File: src/rtl/mem_pkg.sv
// Shared types and constants for the main-memory responder and the cache datapath.
package mem_pkg;
  typedef enum logic [1:0] {IDLE, BUSY, RESP} mem_state_t;

  localparam logic MRW_READ  = 1'b0;
  localparam logic MRW_WRITE = 1'b1;

  localparam int MEM_ADDR_W = 8;
  localparam int MEM_DATA_W = 32;
  localparam int CNT_W      = 8;
endpackage

File: src/rtl/mem_wait_timer.sv
// Loadable wait-state down-counter; done flags the last wait cycle (count == 1).
module mem_wait_timer
  import mem_pkg::*;
(
  input  logic             clk,
  input  logic             reset,
  input  logic             load,
  input  logic [CNT_W-1:0] load_val,
  output logic             done
);
  logic [CNT_W-1:0] count;

  always_ff @(posedge clk) begin
    if (reset) begin
      count <= '0;
    end else if (load) begin
      count <= load_val;
    end else if (count != '0) begin
      count <= count - 1'b1;
    end
  end

  assign done = (count == CNT_W'(1));
endmodule

File: config.mk
export PLATFORM = sky130hd
export DESIGN_NAME = mem_wait_timer
export DESIGN_NICKNAME = d
export VERILOG_FILES = /design/src/rtl/mem_pkg.sv /design/src/rtl/mem_wait_timer.sv
export SDC_FILE = /design/constraint.sdc
export NUM_CORES = 1
export LEC_CHECK = 0
export CAP_MARGIN = 40
export CORE_AREA = 2 2 39 41
export DETAILED_ROUTE_END_ITERATION = 7
export DIE_AREA = 0 0 41 43
export DONT_BUFFER_PORTS = 1
export PLACE_DENSITY = 0.52
export SETUP_SLACK_MARGIN = 0.1
export SYNTH_ARGS = -nofsm -noshare
export SYNTH_HDL_FRONTEND = slang
export SYNTH_SLANG_ARGS = --single-unit
File: constraint.sdc
create_clock -name clk -period 1.5 [get_ports clk]
set_input_delay 0.45 -clock clk [delete_from_list [all_inputs] [get_ports clk]]
set_output_delay 0.45 -clock clk [all_outputs]
set_load 0.02 [all_outputs]
# After elaboration in Yosys (flattened, before gate mapping)
# Cells that the tools add are included.
# totals
ff_bits	8
input_bits	11
output_inout_bits	1
elab_cells	7
# classes
add_sub_neg	1
n_eq_ne	1
n_mux	2
n_reduce_logical	2
# ops
cell	n
$mux 8	2
$eq 8x1->1 const B	1
$reduce_bool 8->1	1
$sub 8x1->8 const B	1
$reduce_bool 2->1	1

# Longest topological paths before layout
# logic_depth
word_depth	3
depth_mapped	7
mapped_depth_nobuf	6

# Least setup slack after synthesis
# Ideal clock, no wire load.
# synth_path
path_type	register -> output
from	register count[4]
to	output done
t_arrival_ns	1.672
required_ns	1.050
slack_ns	-0.622
stages_incl_launch_ff	3
n_path_buf	0
cell_sequence	dfxtp_1 -> or4_4 -> nor4b_1
# synth_between
elab_chain_len	1
# synth_lines
item	line	rtl
start: declaration	mem_wait_timer.sv:11	logic [CNT_W-1:0] count;
start signal: assignment	mem_wait_timer.sv:17	count <= load_val;
start signal: assignment	mem_wait_timer.sv:19	count <= count - 1'b1;
$eq 8x1->1	mem_wait_timer.sv:23	assign done = (count == CNT_W'(1));
end: declaration	mem_wait_timer.sv:9	output logic done
# Every way passes these cells.

# Worst setup path after layout
# layout_path
from	register count[5]
to	output done
# Same word-level chain as after synthesis.

==> implementation parameters <==
Parameter                              Value

Outcome
  Status    complete, but fails checks
  Violated checks    negative setup slack

Timing
  Final hold violations    0
  Total count of max-transition violations in the final report    0
  Worst setup skew after layout    around 0.0011 ns
  Final cycle utilization of the critical path    130%
  Worst path setup slack after routing    -0.448 ns
  Number of setup violations in the final report    9
  Maximum clock frequency    513 MHz
  Period minus WS final    1.95 ns
  Relative max-transition margin    between 70% and 80%
  Setup repair after global routing missed its margin    yes
  Transition time at the pin with the least slew margin    around 0.33 ns

Final layout
  Largest register FFs    8
  Final standard cell area without fillers    682 sq um
  Number of nets in the final layout    84
  Register with the highest flop count    count
  Synthesis-to-finish area growth    34.2%
  Fillers    roughly 150
  Final core occ    49.3%
  Fin cells    84
  Share of layout cells above drive strength 1    41.2%
  Largest registers ranked by flip-flop count    count: 8 flops
  Number of antenna diodes    0

CTS
  Num Clock Sinks    8
  Clock-pin slew on the worst setup and hold paths    roughly 0.050 ns
  Clock latency on the worst-skew pair    0.25 ns
  CTS tree    done
  Number of H-tree branching levels    1
  Longest Clk Path Bufs    2
  CTS Buf Count    3
  Hold buffer count at CTS    0
  CTS Root Buffer Type    sky130_fd_sc_hd__clkbuf_4

Power and ir drop
  Lkg Pwr    0.274 nW
  Power per Cell Area    1050 mW/mm^2
  Total power consumption of the routed design    0.717 mW
  Worst voltage drop across the vdd grid    0.423 mV

Critical path
  Critical Path Sink Type    output port
  Crit path max fanout    2
  Signal arrival time at the worst endpoint    approximately 1.5 ns
  Class of the most critical setup path    register to output port
  Slowest cell delay on critical path    0.55 ns
  Worst path bufs/invs    1
  Kind of cell adding the most delay to the critical path    simple AND/OR/NAND/NOR gates
  Worst endpoint required time    1.05 ns
  Slowest cell on the critical path    sky130_fd_sc_hd__or4_4
  Chain of cells forming the critical path    or4_4, nor4b_4, buf_4
  Sort of element at the start of the critical path    register

Yosys
  Synth Area per Inst    around 9.6 sq um
  Cell types occupying the most area after synthesis    sky130_fd_sc_hd__dfxtp_1 32%, sky130_fd_sc_hd__a211oi_2 9.9%, sky130_fd_sc_hd__xnor2_1 8.6%
  Number of distinct library cells after synthesis    25
  Fraction of registers with async set or reset after synthesis    0%
  Post-synth top area share    31.5%
  Flip-flop cell with the highest count after synthesis    sky130_fd_sc_hd__dfxtp_1
  Cells after Synth    53
  Post-Synthesis Net Count    67
  Synth warn    0
  Netlist area before placement    508 sq um
  Leading cell type by number of instances after synthesis    sky130_fd_sc_hd__dfxtp_1
  Count of state elements after synthesis    8
  Dominant cell type by area after synthesis    sky130_fd_sc_hd__dfxtp_1
  Post-synth EDFFs    0
  Sequential element share of the synthesized area    a little under a third
  Most numerous cell types in the synthesized netlist    8 x sky130_fd_sc_hd__dfxtp_1, 7 x sky130_fd_sc_hd__nor2_1, 5 x sky130_fd_sc_hd__xnor2_1, 4 x sky130_fd_sc_hd__a211oi_2

Floorplan
  Number of standard-cell rows in the floorplan    14
  Core Region    0.00138 sq mm
  Total Die Area    0.00176 sq mm
  Die boundary width    41 um
  Vertical die dimension    43 um
  Starting density of the core    between 30% and 40%
  Ports    12

Routing
  Total routed wirelength    a little under 1000 um
  Number of search-and-repair iterations in the first detailed-routing pass    2
  Final routed DRC violation total    0
  First-iteration detailed-routing DRC count    2
  Vias per inst    around 4.9
  Antenna violation net count after detailed routing    0
  Via Count    ~410
  Routed wire per std cell    roughly 12 um

Place
  Setup WS pre-CTS    -0.210 ns
  Cell area after placement    623 sq um
  Placed cells    78
  Hpwl dp    757 um
  Final RePlAce weighted congestion    0.688
  Number of buffers added on ports    0

Worst hold path
  Hold Path Class    input port to register

Global route
  Number of global-route vias before repair    around 400
  Maximum number of pins on one net before global-route repair    10
  Initial antenna violation count    0
  Grt met1 use    16.8%
  M2 GR Usage    21.9%
  Met3 Track Usage GR    5.24%
  GR Overflow Total    0
  Combined global-route utilization of all metal layers    14.5%
  Global-route wire length before repair    1660 um
  Most Used Layer, Global Route    met2

Run
  Max-capacitance violation count    0
-- final timing paths --
| path | endpoint | cells past startpoint | startpoint | slack, ns |
|---|---|---|---|---|
| max | done | 3 | count[5] | -0.45 |
| min | count[0] | 1 | reset | 0.26 |
| max reg2reg | count[1] | 7 | count[5] | -0.36 |
| min reg2reg | count[0] | 2 | count[0] | 0.63 |
-- layout make-up --
| type | instances | area, sq um | area share (%) |
|---|---|---|---|
| multi-input combinational | 39 | 342 | 50.1 |
| sequential | 8 | 161 | 23.7 |
| timing repair buffer | 14 | 121 | 17.8 |
| inverter | 4 | 15.0 | 2.20 |
| tap | 16 | 20.0 | 2.94 |
| clock buffer | 3 | 22.5 | 3.30 |
-- worst reg2reg max path, cell delays in order, from the launching register on --
cell and delay [ns]:
sky130_fd_sc_hd__dfxtp_2 0.32, sky130_fd_sc_hd__or4_4 0.55, sky130_fd_sc_hd__buf_4 0.15, sky130_fd_sc_hd__buf_6 0.11, sky130_fd_sc_hd__nor4_4 0.25, sky130_fd_sc_hd__buf_4 0.16
sky130_fd_sc_hd__mux2i_1 0.16, sky130_fd_sc_hd__nor2_1 0.05
-- cells by family after synthesis --
group	share of synthesized area, %
buffers and inverters	5.91
xor gates and xnor gates	10.3
and+or+nand+nor	26.6
DFF	31.5
AOI/OAI and AO/OA	14.3
muxes	3.94
adders and majority gates	7.39
-- cells in the final DEF, fill, tap and decap left out, types with 3 or more instances in the layout --
| cell type | instances |
|---|---|
| sky130_fd_sc_hd__inv_1 | 3 |
| sky130_fd_sc_hd__nor2_1 | 7 |
| sky130_fd_sc_hd__xnor2_1 | 5 |
| sky130_fd_sc_hd__dfxtp_1 | 7 |
| sky130_fd_sc_hd__a211oi_2 | 4 |
| sky130_fd_sc_hd__clkbuf_4 | 3 |
| sky130_fd_sc_hd__ha_1 | 3 |
| sky130_fd_sc_hd__buf_4 | 12 |
-- metal layers --
metal / wire [um] / vias to the layer above / part of all wire, %
met5: 0 / - / 0
met4: 6 / 0 / 0.61
met3: 35 / 2 / 3.6
met2: 478 / 7 / 49
met1: 458 / 188 / 47
li1: - / 212 / -
-- power breakdown --
| part | internal [mW] | total [mW] | leakage (nW) | switching [mW] |
|---|---|---|---|---|
| Sequential | 0.241 | 0.269 | 0.0669 | 0.0284 |
| Clock | 0.0916 | 0.165 | 0.0138 | 0.0734 |
| Combinational | 0.162 | 0.283 | 0.193 | 0.121 |
| Total | 0.494 | 0.717 | 0.274 | 0.222 |
-- stage by stage --
stage | setup TNS, ns | hold WS (ns)
global placement | -1.36 | 0.521
global route | -4.05 | 0.244
CTS | -2.95 | 0.253
detailed placement | -1.48 | 0.523
finish | -3.25 | 0.258
floorplan | -0.726 | 0.519
-- repair_timing --
item                                    CTS  global route
setup buffers                             2             2
resized for setup                         1             3
endpoints found under the setup margin    9             9
hold endpoints to repair                  0             0
pin swaps                                 4             3
Power figures use the tool's default switching activity.
